[config.mk]
export PLATFORM = sky130hd
export DESIGN_NAME = usb_tx_encoder
export DESIGN_NICKNAME = d
export VERILOG_FILES = /design/src/rtl/usb_tx_pkg.sv /design/src/rtl/usb_tx_bit_timer.sv /design/src/rtl/usb_tx_encoder.sv
export SDC_FILE = /design/constraint.sdc
export NUM_CORES = 1
export LEC_CHECK = 0
export BUFFER_PORTS_ARGS = -buffer_cell sky130_fd_sc_hd__clkbuf_2
export CAP_MARGIN = 5
export CORE_AREA = 2 2 78 80
export CTS_CLUSTER_DIAMETER = 120
export DETAILED_ROUTE_END_ITERATION = 8
export DIE_AREA = 0 0 80 82
export SLEW_MARGIN = 20
export SYNTH_ARGS = -nofsm -noshare
export SYNTH_HDL_FRONTEND = slang
export SYNTH_SLANG_ARGS = --single-unit
[constraint.sdc]
create_clock -name clk -period 2 [get_ports clk]
set_input_delay 0.3 -clock clk [delete_from_list [all_inputs] [get_ports clk]]
set_output_delay 0.3 -clock clk [all_outputs]
set_load 0.01 [all_outputs]
[src/rtl/usb_tx_pkg.sv]
// Shared types and constants for the USB full-speed transmit encoder.
// Optional CRC16 append is enabled by defining USB_TX_CRC16_EN.
package usb_tx_pkg;

  typedef enum logic [2:0] {
    IDLE,
    SYNC,
    DATA,
    STUFF,
    EOP_SE0,
    EOP_J
  } tx_state_t;

  localparam logic [7:0]  SYNC_BYTE    = 8'h80;
  localparam logic [2:0]  STUFF_LIMIT  = 3'd6;
  localparam int          EOP_SE0_BITS = 2;
  localparam logic [15:0] CRC16_POLY   = 16'h8005;
  localparam logic [15:0] CRC16_INIT   = 16'hFFFF;

  // {D+, D-}
  localparam logic [1:0] LINE_J   = 2'b10;
  localparam logic [1:0] LINE_K   = 2'b01;
  localparam logic [1:0] LINE_SE0 = 2'b00;

  function automatic logic [15:0] reflect16(input logic [15:0] v);
    logic [15:0] r;
    r = '0;
    for (int i = 0; i < 16; i++) r[i] = v[15-i];
    return r;
  endfunction

endpackage

[src/rtl/usb_tx_bit_timer.sv]
// Bit-time counter: counts 0..CLKS_PER_BIT-1 and strobes on the last count.
module usb_tx_bit_timer #(
  parameter int CLKS_PER_BIT = 8
) (
  input  logic clk,
  input  logic n_rst,
  input  logic restart,
  output logic bit_strobe
);

  localparam int CW = $clog2(CLKS_PER_BIT);
  localparam logic [CW-1:0] LAST = CW'(CLKS_PER_BIT - 1);

  logic [CW-1:0] cnt;

  always_ff @(posedge clk or negedge n_rst) begin
    if (!n_rst)                    cnt <= '0;
    else if (restart || bit_strobe) cnt <= '0;
    else                           cnt <= cnt + 1'b1;
  end

  assign bit_strobe = (cnt == LAST);

endmodule

[src/rtl/usb_tx_encoder.sv]
// USB FS transmit line encoder: SYNC, LSB-first serialiser, bit stuffing, NRZI, EOP.
// Define USB_TX_CRC16_EN to append the data CRC16 to multi-byte packets.
//   state   | meaning
//   IDLE    | lines at J, waiting for the first byte
//   SYNC    | sending the 8 SYNC bits
//   DATA    | sending the held byte, LSB first
//   STUFF   | inserted 0 after six ones
//   EOP_SE0 | both lines low for two bit times
//   EOP_J   | final J bit time before returning to idle
module usb_tx_encoder
  import usb_tx_pkg::*;
#(
  parameter int CLKS_PER_BIT = 8
) (
  input  logic       clk,
  input  logic       n_rst,
  input  logic [7:0] tx_data,
  input  logic       tx_valid,
  input  logic       tx_last,
  output logic       tx_ready,
  output logic       tx_busy,
  output logic       tx_done,
  output logic       tx_error,
  output logic       dplus_out,
  output logic       dminus_out
);

  tx_state_t  state, state_n;
  logic [7:0] shreg, shreg_n, load_byte;
  logic [2:0] idx, idx_n;
  logic [2:0] ones, ones_n, ones_base;
  logic [1:0] se0_cnt, se0_n;
  logic [1:0] line, line_n;
  logic       last_q, last_n, to_eop, to_eop_n;
  logic       lvl, lvl_n, lvl_base;
  logic       done_q, done_n, err_q, err_n;
  logic       live, ready, restart, bit_strobe;
  logic       emit, emit_bit, data_emit, load, finish;

`ifdef USB_TX_CRC16_EN
  localparam logic [15:0] CRC_POLY_REF = reflect16(CRC16_POLY);
  logic [15:0] crc, crc_n;
  logic [7:0]  crc_hi, crc_hi_n;
  logic [1:0]  phase, phase_n;
  logic        multi, multi_n;
`endif

  usb_tx_bit_timer #(.CLKS_PER_BIT(CLKS_PER_BIT)) u_timer (
    .clk        (clk),
    .n_rst      (n_rst),
    .restart    (restart),
    .bit_strobe (bit_strobe)
  );

  always_ff @(posedge clk or negedge n_rst) begin
    if (!n_rst) begin
      state   <= IDLE;
      shreg   <= '0;
      idx     <= '0;
      ones    <= '0;
      se0_cnt <= '0;
      line    <= LINE_J;
      last_q  <= 1'b0;
      to_eop  <= 1'b0;
      lvl     <= 1'b1;
      done_q  <= 1'b0;
      err_q   <= 1'b0;
      live    <= 1'b0;
`ifdef USB_TX_CRC16_EN
      crc     <= CRC16_INIT;
      crc_hi  <= '0;
      phase   <= '0;
      multi   <= 1'b0;
`endif
    end else begin
      state   <= state_n;
      shreg   <= shreg_n;
      idx     <= idx_n;
      ones    <= ones_n;
      se0_cnt <= se0_n;
      line    <= line_n;
      last_q  <= last_n;
      to_eop  <= to_eop_n;
      lvl     <= lvl_n;
      done_q  <= done_n;
      err_q   <= err_n;
      live    <= 1'b1;
`ifdef USB_TX_CRC16_EN
      crc     <= crc_n;
      crc_hi  <= crc_hi_n;
      phase   <= phase_n;
      multi   <= multi_n;
`endif
    end
  end

  always_comb begin
    state_n   = state;
    shreg_n   = shreg;
    idx_n     = idx;
    ones_n    = ones;
    se0_n     = se0_cnt;
    line_n    = line;
    last_n    = last_q;
    to_eop_n  = to_eop;
    lvl_n     = lvl;
    done_n    = 1'b0;
    err_n     = 1'b0;
    ready     = 1'b0;
    restart   = 1'b0;
    emit      = 1'b0;
    emit_bit  = 1'b0;
    data_emit = 1'b0;
    load      = 1'b0;
    load_byte = '0;
    finish    = 1'b0;
    ones_base = ones;
    lvl_base  = lvl;
`ifdef USB_TX_CRC16_EN
    crc_n     = crc;
    crc_hi_n  = crc_hi;
    phase_n   = phase;
    multi_n   = multi;
`endif

    case (state)
      IDLE: begin
        ready = live;
        if (tx_valid && live) begin
          restart   = 1'b1;
          shreg_n   = tx_data;
          last_n    = tx_last;
          idx_n     = '0;
          ones_base = '0;
          lvl_base  = 1'b1;
          state_n   = SYNC;
          emit      = 1'b1;
          emit_bit  = SYNC_BYTE[0];
`ifdef USB_TX_CRC16_EN
          crc_n     = CRC16_INIT;
          phase_n   = '0;
          multi_n   = 1'b0;
`endif
        end
      end
      SYNC: begin
        if (bit_strobe) begin
          emit = 1'b1;
          if (idx == 3'd7) begin
            state_n   = DATA;
            idx_n     = '0;
            emit_bit  = shreg[0];
            data_emit = 1'b1;
          end else begin
            idx_n    = idx + 3'd1;
            emit_bit = SYNC_BYTE[idx + 3'd1];
          end
        end
      end
      DATA: begin
        if (bit_strobe) begin
          if (idx == 3'd7) begin
            if (last_q) begin
`ifdef USB_TX_CRC16_EN
              if (multi && phase == 2'd0) begin
                load      = 1'b1;
                load_byte = ~crc[7:0];
                crc_hi_n  = ~crc[15:8];
                phase_n   = 2'd1;
              end else if (phase == 2'd1) begin
                load      = 1'b1;
                load_byte = crc_hi;
                phase_n   = 2'd2;
              end else begin
                finish = 1'b1;
              end
`else
              finish = 1'b1;
`endif
            end else begin
              ready = 1'b1;
              if (tx_valid) begin
                load      = 1'b1;
                load_byte = tx_data;
                last_n    = tx_last;
`ifdef USB_TX_CRC16_EN
                multi_n   = 1'b1;
`endif
              end else begin
                err_n  = 1'b1;
                finish = 1'b1;
              end
            end
          end else begin
            shreg_n = shreg >> 1;
            idx_n   = idx + 3'd1;
            emit    = 1'b1;
            if (ones == STUFF_LIMIT) begin
              state_n  = STUFF;
              to_eop_n = 1'b0;
            end else begin
              emit_bit  = shreg[1];
              data_emit = 1'b1;
            end
          end
        end
      end
      STUFF: begin
        if (bit_strobe) begin
          if (to_eop) begin
            state_n = EOP_SE0;
            se0_n   = '0;
            line_n  = LINE_SE0;
          end else begin
            state_n   = DATA;
            emit      = 1'b1;
            emit_bit  = shreg[0];
            data_emit = 1'b1;
          end
        end
      end
      EOP_SE0: begin
        if (bit_strobe) begin
          if (se0_cnt == 2'(EOP_SE0_BITS - 1)) begin
            state_n = EOP_J;
            line_n  = LINE_J;
            lvl_n   = 1'b1;
          end else begin
            se0_n = se0_cnt + 2'd1;
          end
        end
      end
      EOP_J: begin
        if (bit_strobe) begin
          state_n = IDLE;
          done_n  = 1'b1;
        end
      end
      default: state_n = IDLE;
    endcase

    // A pending run of six ones always takes precedence over the next byte or EOP.
    if (load) begin
      shreg_n = load_byte;
      idx_n   = '0;
      emit    = 1'b1;
      if (ones == STUFF_LIMIT) begin
        state_n  = STUFF;
        to_eop_n = 1'b0;
      end else begin
        state_n   = DATA;
        emit_bit  = load_byte[0];
        data_emit = 1'b1;
      end
    end
    if (finish) begin
      if (ones == STUFF_LIMIT) begin
        state_n  = STUFF;
        to_eop_n = 1'b1;
        emit     = 1'b1;
      end else begin
        state_n = EOP_SE0;
        se0_n   = '0;
        line_n  = LINE_SE0;
      end
    end

    if (emit) begin
      lvl_n  = emit_bit ? lvl_base : ~lvl_base;
      ones_n = emit_bit ? ones_base + 3'd1 : 3'd0;
      line_n = lvl_n ? LINE_J : LINE_K;
    end

`ifdef USB_TX_CRC16_EN
    if (data_emit && multi_n && phase_n == 2'd0)
      crc_n = (crc >> 1) ^ ((crc[0] ^ emit_bit) ? CRC_POLY_REF : 16'h0000);
`endif
  end

  assign tx_ready   = ready;
  assign tx_busy    = (state != IDLE);
  assign tx_done    = done_q;
  assign tx_error   = err_q;
  assign dplus_out  = line[1];
  assign dminus_out = line[0];

endmodule

==> reports/qor.yml <==
p_total_mw: 1.27
syn-instance-count: 185
routabilityCongestion: 0.899
synthTopCellsByCount: "dfrtp_1, nand2_1, nor2_1, o21ai_1, mux2i_1"
grt_overflow: 0
rsz0062_at_grt: "yes"
grt_pass1_wl_um: 7440
maxCapViolations: 0
synth_ff_type: "dfrtp_1"
setup_violations: 1
p_leak_nw: 1.10
track_usage_pct: 14.7
r2r-start: "idx[0]$_DFFE_PN0P_"
finalHoldViolCount: 0
arrival_ps: 1720
start_util_pct: 31.1
cts_hold_repair.buffers: 0
dpl_cell_area_mm2: 0.00214
status: "finished with violations"
drt-total-wl_um: 4360
cts_sinks: 30
grt_max_degree: 31
p_per_area_mw_per_mm2: 532
dieArea_mm2: 0.00656
synthTopCellsByArea: "dfrtp_1, mux2i_1, nand2_1, ha_1, dfstp_2"
drc: 0
clk_pin_slew_ps: 70
rrSetupSlack_ps: 10
drv_slew: 0
yosys_warnings: 0
ys_ff_latch: 30
netlist.area_leader.share_pct: 39.2
synth-edff-count: 0
clkLatencyLatePin_ps: 290
critPathMaxFanout: 9
netlist_area_mm2: 0.00179
vias: 1539
tightestPinTransition_ps: 757
slew_headroom_pct: 49.6
viasPerCell: 5.00
drtIter0Drc: 117
port_buffers: 17
first_global_vias: 1561
dp_hpwl_um: 3180
timing.fmax_mhz: 496
rows: 28
final_area_mm2: 0.00239
cts_tree: "done"
first_pass_iters: 4
die_x_um: 80
start_kind: "flip-flop"
synth_nets: 203
ff2ff_path_depth: 8
drive_gt1_share_pct: 36.5
period_share_pct: 101
clockBufferDepth: 2
cp-end-kind: "primary output"
n_antenna_cell: 0
synth_most_common_cell: "dfrtp_1"
synth_async_sr_flop_share_pct: 100
ios: 18
endpoint: "tx_ready"
yosys.area.top_type: "dfrtp_1"
violations: "setup timing"
place_ws_ps: -106
core_area_mm2: 0.00575
required_ps: 1700
wl_per_cell_um: 14.1
htree_levels: 2
layout_min_cycle_time_ps: 2020
yosysUniqueCellTypes: 55
critPathKind: "reg -> out"
ys_seq_area_share_pct: 42.2
cts_root_buffer: "clkbuf_8"
drtAntennaViolNets: 0
startpoint: "state[2]$_DFFE_PN0P_"
antenna_found_initial: 0
syn_to_final_growth_pct: 33.8
fin_ws_ps: -16.5
rr_endpoint: "line[1]$_DFF_PN1_"
fin_skew_ps: 8.91
fp.dieH_um: 82
max-vdd-ir-drop_uv: 384
nets: 250
cts_buffers: 5
avgSynthCellArea_um2: 9.66
min_path_type: "in -> async"
==> how the worst min path moves through the flow <==
stage | from | to | slack, ps | depth (start not counted)
3_3_place_gp | n_rst | ones[0]$_DFFE_PN0P_ | 420 | 1
3_5_place_dp | n_rst | u_timer.cnt[2]$_DFF_PN0_ | 420 | 1
5_1_grt | n_rst | idx[0]$_DFFE_PN0P_ | 130 | 1
6_report | n_rst | idx[2]$_DFFE_PN0P_ | 70 | 1
2_1_floorplan | n_rst | idx[0]$_DFFE_PN0P_ | 4 | 0
4_1_cts | n_rst | idx[1]$_DFFE_PN0P_ | 110 | 1
==> per-stage QoR <==
step                cells  hold WS [ps]  setup TNS, ps  util, %
floorplan             185          4.41              0        -
global route          308           134           -298     41.6
detailed placement    295           419           -343     37.2
CTS                   307           107          -8.64     40.7
finish                308          70.3          -16.5     41.6
global placement      295           420          -39.8     37.2
==> where the power goes <==
part | switching [mW] | total, mW | leakage (nW) | internal (mW)
clock | 0.253 | 0.623 | 0.0504 | 0.370
combinational | 0.0227 | 0.0372 | 0.668 | 0.0145
sequential | 0.00263 | 0.611 | 0.381 | 0.609
==> layout by cell type, fill, tap and decap left out, drive strengths merged, types with 4 or more instances in the layout <==
cell type and n:
ha 6, dfrtp 28, mux2 4, clkbuf 21
nor2 11, o21ai 13, buf 33, mux2i 9
inv 6, nand2b 6, o22ai 4, a21oi 7
nor2b 4, and2 6, nand2 23
==> metal layers <==
layer  global-route usage (%)  part of all wire [%]  vias up
li1                         -                     -      758
met4                     5.08                   1.9        0
met1                     17.7                    43      742
met3                     3.52                   3.8       10
met2                     25.9                    51       29
met5                        0                     0        -
==> what timing repair did <==
item | CTS | global route
setup endpoints to repair | 7 | 16
endpoints found under the hold margin | 0 | 0
resized for setup | 12 | 12
setup buffers | 4 | 1
pin swaps | 3 | 8
==> critical path, cell delays in order, from the launching register on <==
cell     delay (ps)
dfrtp_1         470
buf_4           220
nor3b_2         300
nand2_4          90
buf_6           120
o22ai_2          90
buf_2           140
==> flip-flops by register name, indices dropped and copies added (netlist names) <==
register     cells
ones             3
to_eop           1
tx_done          1
u_timer.cnt      3
line             2
shreg            8
state            3
lvl              1
se0_cnt          2
live             1
tx_error         1
last_q           1
idx              3
==> logic make-up after synthesis <==
kind of cell / Yosys count / share of synthesized area, %
adders and majority gates: 6 / 4.20
AOI/OAI and AO/OA: 44 / 17.9
DFF: 30 / 42.2
muxes: 13 / 7.56
and+or+nand+nor: 73 / 22.6
xor gates and xnor gates: 3 / 1.47
buffers and inverters: 15 / 3.92
other: 1 / 0.210
==> cell type report <==
type,instances,area [um^2]
Sequential cell,30,754
Timing Repair Buffer,49,345
Multi-Input combinational cell,140,1060
Tap cell,75,93.8
Fill cell,569,3350
Clock inverter,3,45.0
Clock buffer,5,68.8
Inverter,6,22.5
(Power assumes the default switching activity.)
